$ cat config.mk
export PLATFORM = sky130hd
export DESIGN_NAME = mem_arbiter_flat
export DESIGN_NICKNAME = d
export VERILOG_FILES = /design/src/rtl/mem_arbiter_pkg.sv /design/src/rtl/mem_arbiter_if.sv /design/src/rtl/mem_arb_timer.sv /design/src/rtl/mem_arbiter.sv /design/src/flat_wrapper.sv
export SDC_FILE = /design/constraint.sdc
export NUM_CORES = 1
export LEC_CHECK = 0
export ABC_AREA = 1
export CAP_MARGIN = 10
export CORE_ASPECT_RATIO = 2
export CORE_MARGIN = 4
export CORE_UTILIZATION = 25
export CTS_CLUSTER_DIAMETER = 120
export DETAILED_ROUTE_END_ITERATION = 7
export GPL_ROUTABILITY_DRIVEN = 0
export SLEW_MARGIN = 10
export SYNTH_ARGS = -nofsm -noshare
export SYNTH_HDL_FRONTEND = slang
export SYNTH_SLANG_ARGS = --single-unit
$ cat constraint.sdc
create_clock -name clock -period 2.5 [get_ports clock]
set_input_delay 0.75 -clock clock [delete_from_list [all_inputs] [get_ports clock]]
set_output_delay 0.75 -clock clock [all_outputs]
set_load 0.02 [all_outputs]
$ cat src/rtl/mem_arbiter_pkg.sv
// Shared encodings for the IFU/LSU memory arbiter: FSM states, owner tags and
// the latched transaction record.
package mem_arbiter_pkg;

    typedef enum logic [1:0] {
        ST_IDLE = 2'd0,
        ST_REQ  = 2'd1,
        ST_WAIT = 2'd2
    } arb_state_t;

    typedef enum logic {
        OWN_IFU = 1'b0,
        OWN_LSU = 1'b1
    } owner_t;

    typedef struct packed {
        owner_t      owner;
        logic        we;
        logic [31:0] addr;
        logic [31:0] wdata;
        logic [3:0]  wstrb;
    } xact_t;

endpackage

$ cat src/rtl/mem_arbiter_if.sv
// Memory-side request/response bus; the arbiter is the master, memory the slave.
interface mem_arbiter_if;
    logic        mem_req_o;
    logic        mem_we_o;
    logic [31:0] mem_addr_o;
    logic [31:0] mem_wdata_o;
    logic [3:0]  mem_wstrb_o;
    logic        mem_ready_i;
    logic        mem_rvalid_i;
    logic [31:0] mem_rdata_i;

    modport master (
        output mem_req_o, mem_we_o, mem_addr_o, mem_wdata_o, mem_wstrb_o,
        input  mem_ready_i, mem_rvalid_i, mem_rdata_i
    );

    modport slave (
        input  mem_req_o, mem_we_o, mem_addr_o, mem_wdata_o, mem_wstrb_o,
        output mem_ready_i, mem_rvalid_i, mem_rdata_i
    );
endinterface

$ cat src/rtl/mem_arb_timer.sv
// Saturating response-wait timer; expired holds once LIMIT cycles have been counted.
module mem_arb_timer #(
    parameter int LIMIT = 255
) (
    input  logic clock,
    input  logic reset,
    input  logic clear,
    input  logic enable,
    output logic expired
);
    localparam int CW = $clog2(LIMIT + 1);

    logic [CW-1:0] cnt;

    always_ff @(posedge clock) begin
        if (reset || clear)
            cnt <= '0;
        else if (enable && !expired)
            cnt <= cnt + CW'(1);
    end

    assign expired = (cnt == CW'(LIMIT));
endmodule

$ cat src/rtl/mem_arbiter.sv
// Two-requester (IFU/LSU) single-outstanding memory arbiter with LSU priority,
// IFU anti-starvation and a response timeout.
module mem_arbiter
    import mem_arbiter_pkg::*;
#(
    parameter int TIMEOUT_CYCLES = 255,
    parameter int LSU_STREAK_MAX = 4
) (
    input  logic        clock,
    input  logic        reset,
    input  logic        ifu_req_i,
    input  logic [31:0] ifu_addr_i,
    output logic        ifu_ready_o,
    output logic        ifu_rvalid_o,
    output logic [31:0] ifu_rdata_o,
    output logic        ifu_err_o,
    input  logic        lsu_req_i,
    input  logic        lsu_we_i,
    input  logic [31:0] lsu_addr_i,
    input  logic [31:0] lsu_wdata_i,
    input  logic [3:0]  lsu_wstrb_i,
    output logic        lsu_ready_o,
    output logic        lsu_rvalid_o,
    output logic [31:0] lsu_rdata_o,
    output logic        lsu_err_o,
    mem_arbiter_if.master mem
);
    localparam int SW = $clog2(LSU_STREAK_MAX + 1);

    arb_state_t  state, state_nxt;
    xact_t       xact;
    logic [SW-1:0] streak;
    logic        lsu_win, ifu_win, lsu_hs, ifu_hs;
    logic        in_req, expired;
    logic        rsp_real, rsp_err, rsp_valid;
    logic [31:0] rsp_data;

    // LSU wins unless the IFU has been passed over LSU_STREAK_MAX times in a row.
    assign lsu_win     = lsu_req_i && !(ifu_req_i && streak == SW'(LSU_STREAK_MAX));
    assign ifu_win     = ifu_req_i && !lsu_win;
    assign lsu_ready_o = !reset && state == ST_IDLE && lsu_win;
    assign ifu_ready_o = !reset && state == ST_IDLE && ifu_win;
    assign lsu_hs      = lsu_req_i && lsu_ready_o;
    assign ifu_hs      = ifu_req_i && ifu_ready_o;

    always_ff @(posedge clock) begin
        if (reset)
            streak <= '0;
        else if (state == ST_IDLE) begin
            if (!ifu_req_i || ifu_hs)
                streak <= '0;
            else if (lsu_hs && streak != SW'(LSU_STREAK_MAX))
                streak <= streak + SW'(1);
        end
    end

    always_ff @(posedge clock) begin
        if (reset)
            xact <= '0;
        else if (lsu_hs)
            xact <= '{owner: OWN_LSU, we: lsu_we_i, addr: lsu_addr_i,
                      wdata: lsu_wdata_i, wstrb: lsu_wstrb_i};
        else if (ifu_hs)
            xact <= '{owner: OWN_IFU, we: 1'b0, addr: ifu_addr_i,
                      wdata: 32'h0, wstrb: 4'h0};
    end

    mem_arb_timer #(.LIMIT(TIMEOUT_CYCLES)) u_timer (
        .clock  (clock),
        .reset  (reset),
        .clear  (state != ST_WAIT),
        .enable (state == ST_WAIT),
        .expired(expired)
    );

    // A real response always beats the timeout in the same cycle.
    assign rsp_real  = !reset && mem.mem_rvalid_i &&
                       ((state == ST_REQ && mem.mem_ready_i) || state == ST_WAIT);
    assign rsp_err   = !reset && state == ST_WAIT && expired && !mem.mem_rvalid_i;
    assign rsp_valid = rsp_real || rsp_err;
    assign rsp_data  = rsp_real ? mem.mem_rdata_i : 32'h0;

    assign ifu_rvalid_o = rsp_valid && xact.owner == OWN_IFU;
    assign ifu_rdata_o  = ifu_rvalid_o ? rsp_data : 32'h0;
    assign ifu_err_o    = rsp_err && xact.owner == OWN_IFU;
    assign lsu_rvalid_o = rsp_valid && xact.owner == OWN_LSU;
    assign lsu_rdata_o  = lsu_rvalid_o ? rsp_data : 32'h0;
    assign lsu_err_o    = rsp_err && xact.owner == OWN_LSU;

    assign in_req          = !reset && state == ST_REQ;
    assign mem.mem_req_o   = in_req;
    assign mem.mem_we_o    = in_req && xact.we;
    assign mem.mem_addr_o  = in_req ? xact.addr  : 32'h0;
    assign mem.mem_wdata_o = in_req ? xact.wdata : 32'h0;
    assign mem.mem_wstrb_o = in_req ? xact.wstrb : 4'h0;

    always_ff @(posedge clock) begin
        if (reset) state <= ST_IDLE;
        else       state <= state_nxt;
    end

    always_comb begin
        state_nxt = state;
        case (state)
            ST_IDLE: if (lsu_hs || ifu_hs) state_nxt = ST_REQ;
            ST_REQ:  if (mem.mem_ready_i)  state_nxt = rsp_real ? ST_IDLE : ST_WAIT;
            ST_WAIT: if (rsp_valid)        state_nxt = ST_IDLE;
            default:                       state_nxt = ST_IDLE;
        endcase
    end
endmodule
$ cat src/flat_wrapper.sv
// flat-port wrapper written by rule: the top's interface ports become plain ports
module mem_arbiter_flat import mem_arbiter_pkg::*;
#(
    parameter int TIMEOUT_CYCLES = 255,
    parameter int LSU_STREAK_MAX = 4
)
  (clock, reset, ifu_req_i, ifu_addr_i, ifu_ready_o, ifu_rvalid_o, ifu_rdata_o, ifu_err_o, lsu_req_i, lsu_we_i, lsu_addr_i, lsu_wdata_i, lsu_wstrb_i, lsu_ready_o, lsu_rvalid_o, lsu_rdata_o, lsu_err_o, mem_mem_req_o, mem_mem_we_o, mem_mem_addr_o, mem_mem_wdata_o, mem_mem_wstrb_o, mem_mem_ready_i, mem_mem_rvalid_i, mem_mem_rdata_i);
  mem_arbiter_if mem_i ();
  input  logic clock;
  input  logic reset;
  input  logic ifu_req_i;
  input  logic [31:0] ifu_addr_i;
  output logic ifu_ready_o;
  output logic ifu_rvalid_o;
  output logic [31:0] ifu_rdata_o;
  output logic ifu_err_o;
  input  logic lsu_req_i;
  input  logic lsu_we_i;
  input  logic [31:0] lsu_addr_i;
  input  logic [31:0] lsu_wdata_i;
  input  logic [3:0] lsu_wstrb_i;
  output logic lsu_ready_o;
  output logic lsu_rvalid_o;
  output logic [31:0] lsu_rdata_o;
  output logic lsu_err_o;
  output wire logic [$bits(mem_i.mem_req_o)-1:0] mem_mem_req_o;
  output wire logic [$bits(mem_i.mem_we_o)-1:0] mem_mem_we_o;
  output wire logic [$bits(mem_i.mem_addr_o)-1:0] mem_mem_addr_o;
  output wire logic [$bits(mem_i.mem_wdata_o)-1:0] mem_mem_wdata_o;
  output wire logic [$bits(mem_i.mem_wstrb_o)-1:0] mem_mem_wstrb_o;
  input wire logic [$bits(mem_i.mem_ready_i)-1:0] mem_mem_ready_i;
  input wire logic [$bits(mem_i.mem_rvalid_i)-1:0] mem_mem_rvalid_i;
  input wire logic [$bits(mem_i.mem_rdata_i)-1:0] mem_mem_rdata_i;
  assign mem_mem_req_o = mem_i.mem_req_o;
  assign mem_mem_we_o = mem_i.mem_we_o;
  assign mem_mem_addr_o = mem_i.mem_addr_o;
  assign mem_mem_wdata_o = mem_i.mem_wdata_o;
  assign mem_mem_wstrb_o = mem_i.mem_wstrb_o;
  assign mem_i.mem_ready_i = mem_mem_ready_i;
  assign mem_i.mem_rvalid_i = mem_mem_rvalid_i;
  assign mem_i.mem_rdata_i = mem_mem_rdata_i;
  mem_arbiter #(.TIMEOUT_CYCLES(TIMEOUT_CYCLES), .LSU_STREAK_MAX(LSU_STREAK_MAX)) u_core (.clock(clock), .reset(reset), .ifu_req_i(ifu_req_i), .ifu_addr_i(ifu_addr_i), .ifu_ready_o(ifu_ready_o), .ifu_rvalid_o(ifu_rvalid_o), .ifu_rdata_o(ifu_rdata_o), .ifu_err_o(ifu_err_o), .lsu_req_i(lsu_req_i), .lsu_we_i(lsu_we_i), .lsu_addr_i(lsu_addr_i), .lsu_wdata_i(lsu_wdata_i), .lsu_wstrb_i(lsu_wstrb_i), .lsu_ready_o(lsu_ready_o), .lsu_rvalid_o(lsu_rvalid_o), .lsu_rdata_o(lsu_rdata_o), .lsu_err_o(lsu_err_o), .mem(mem_i));
endmodule
==> insert_results.sql <==
INSERT INTO impl_metrics (metric_group, metric, value, unit) VALUES
('run_status', 'run_status', 'finished with violations', ''),
('run_status', 'failed_checks', 'setup timing', ''),
('sta', 'layout_setup_ws', '-0.0952', 'ns'),
('clock_tree', 'cts_made_buffers', '9', ''),
('synthesis', 'synth_top_cell_area_share', '37.3', '%'),
('floorplanning', 'io_pins', '279', ''),
('grt', 'grt_util_met1', '17.3', '%'),
('synthesis', 'synth_top_family_by_area', 'simple AND/OR/NAND/NOR gates', ''),
('synthesis', 'synth-warning-count', '0', ''),
('setup_path', 'r2r_start', 'u_core.streak[0]', ''),
('finish', 'final_common_cell', 'nand2_1', ''),
('finish', 'finalInstanceArea', '8210', 'sq um'),
('setup_path', 'critPathCaptureType', 'output port', ''),
('clock_tree', 'path_clk_slew', '0.06', 'ns'),
('sta', 'clock-skew-final', '0.00818', 'ns'),
('setup_path', 'cp.arrival', '1.85', 'ns'),
('synthesis', 'post_synth_xor_area_fraction', '0.590', '%'),
('route', 'route.final.wire_length', '18100', 'microns'),
('synthesis', 'cell_types_with_the_largest_area_share_after_synthesis', 'dfxtp_1, nand2_1, nor2_1', ''),
('synthesis', 'syn-instance-count', '715', ''),
('setup_path', 'crit_path_max_incr_delay', '0.15', 'ns'),
('clock_tree', 'cts_tree', 'done', ''),
('route', 'drt-initial-drc-count', '142', ''),
('setup_path', 'maximum_net_fanout_on_the_critical_path', '7', ''),
('floorplanning', 'core_area', '17400', 'sq um'),
('route', 'wl_per_cell', '14.8', 'microns'),
('clock_tree', 'clock_insertion_delay_worst_skew', '0.34', 'ns'),
('sta', 'timing.final.setup_violations', '40', ''),
('finish', 'instances_no_fill', '1224', ''),
('clock_tree', 'htreeDepth', '3', ''),
('sta', 'hold_viol', '0', ''),
('setup_path', 'worst-path-buf-inv', '7', ''),
('clock_tree', 'root_buffer', 'clkbuf_16', ''),
('synthesis', 'synth.distinct_cells', '27', ''),
('placed_design', 'io_buffer_count', '278', ''),
('grt', 'global_route.overflow_total', '0', ''),
('setup_path', 'sort_of_element_at_the_start_of_the_critical_path', 'primary input', ''),
('finish', 'utilization', '47.3', '%'),
('grt', 'grt_use_met2', '34.8', '%'),
('floorplanning', 'floorplan.rows', '68', ''),
('route', 'vias', '5522', ''),
('synthesis', 'largest_area_contributor_in_the_synthesized_netlist', 'dfxtp_1', ''),
('sta', 'slew_viol_final', '0', ''),
('synthesis', 'synthAdderAreaFrac', '0.843', '%'),
('min_path', 'hold_path_class', 'register to register', ''),
('floorplanning', 'height_of_the_die', '197', 'microns'),
('route', 'route.antenna.remaining_nets', '0', ''),
('synthesis', 'yosys-mux-area-fraction', '0', '%'),
('sta', 'setup_total_neg_slack', '-1.33', 'ns'),
('synthesis', 'ys_seq_area_share', '37.3', '%'),
('power_and_ir_drop', 'p_leak', '0.00318', 'uW'),
('grt', 'grt_start_max_net_pins', '46', ''),
('route', 'post-route-drc-count', '0', ''),
('finish', 'layout-drive-gt1-share', '25.6', '%'),
('setup_path', 'worst_setup_path_startpoint', 'mem_mem_ready_i', ''),
('synthesis', 'syn-mean-instance-area', '6.22', 'sq um'),
('power_and_ir_drop', 'cellPowerDensity', '622', 'nW/um^2'),
('sta', 'grt_setup_unrepaired', 'true', ''),
('clock_tree', 'holdBufCountCts', '0', ''),
('synthesis', 'synth_compound_area_share', '10.8', '%'),
('clock_tree', 'clkSinkCount', '83', ''),
('finish', 'layout.nets', '1151', ''),
('grt', 'number_of_antenna_violations_at_the_first_check_in_global_routing', '0', ''),
('sta', 'worst_pin_slew', '0.526', 'ns'),
('setup_path', 'reg2reg_to', 'u_core.xact[43]', ''),
('power_and_ir_drop', 'worst_ir_drop_vdd', '371', 'uV'),
('grt', 'top_usage_layer', 'met2', ''),
('route', 'routed_via_density', '4.51', ''),
('flow_run', 'drv_cap', '0', ''),
('floorplanning', 'floorplan.die.width', '102', 'microns'),
('synthesis', 'post_synth_instance_area', '4450', 'sq um');
[report_power, final]
part,total (uW),internal [uW],switching (uW)
registers,1600,1500,95.2
clock network,1340,800,537
logic,2160,889,1270
[per-stage QoR]
step | power (uW) | hold slack (ns)
floorplan | 2770 | 0.439
global placement | 3660 | 0.448
detailed placement | 3670 | 0.452
CTS | 5120 | 0.461
global route | 5430 | 0.473
finish | 5100 | 0.457
[cells by family (layout without fill, tap and decap cells)]
logic type,count (synthesis),in the layout
XOR/XNOR,3,3
AO/OA/AOI/OAI,87,87
AND/OR/NAND/NOR,402,402
adder cells (fa/ha/maj),3,3
buffers and inverters,137,436
flip-flops,83,83
[flip-flops by register name, summed over array words and instances (netlist names)]
| signal | cells |
|---|---|
| u_core.xact | 70 |
| u_core.u_timer.cnt | 8 |
| u_core.streak | 3 |
| u_core.state | 2 |
[worst max-delay path by stage]
| stage | slack (ns) | to | cells after the start |
|---|---|---|---|
| after floorplan | 0.04 | mem_mem_addr_o[21] | 5 |
| after global placement | -0.98 | ifu_rdata_o[19] | 10 |
| after detailed placement | -0.98 | ifu_rdata_o[19] | 10 |
| after CTS | -0.09 | ifu_rdata_o[24] | 11 |
| after global routing | -0.16 | ifu_rdata_o[28] | 11 |
| final | -0.1 | ifu_rdata_o[28] | 11 |
[final cells by class]
class	count	area [sq um]
Tap cell	210	263
Inverter	91	349
Clock buffer	12	246
Multi-Input combinational cell	495	2400
Fill cell	1798	9150
Timing Repair Buffer	329	3230
Sequential cell	83	1660
Clock inverter	4	50.0
[synthesized netlist by cell type (all sizes together)]
library cell and number:
nand3b 2, xnor2 1, ha 3, a31oi 32, dfxtp 83, clkbuf 20, o21ai 3, inv 90
a21oi 50, xor2 2, clkinv 1, a211oi 1, nand4 2, o31ai 1, nand2 206, buf 26
nor2 146, nand3 44, nor3 2
[tightest hold or removal path, stage by stage, from the launching register on]
cell and delay [ns]:
dfxtp_1 0.31, nand2_1 0.06, a21oi_1 0.05
[what timing repair did]
| action | in CTS | in global routing |
|---|---|---|
| setup endpoints to repair | 138 | 133 |
| pin swaps | 11 | 10 |
| gates resized for setup | 577 | 69 |
| gates cloned | 1 | 0 |
| buffers inserted | 2 | 0 |
[routing by layer]
metal  vias to the layer above  share of wire [%]
met4                         0                3.2
met3                        28                5.7
met5                         -                  0
li1                       2786                  -
met1                      2508                 34
met2                       200                 57
Note: power is estimated with default switching activity, not from simulation.
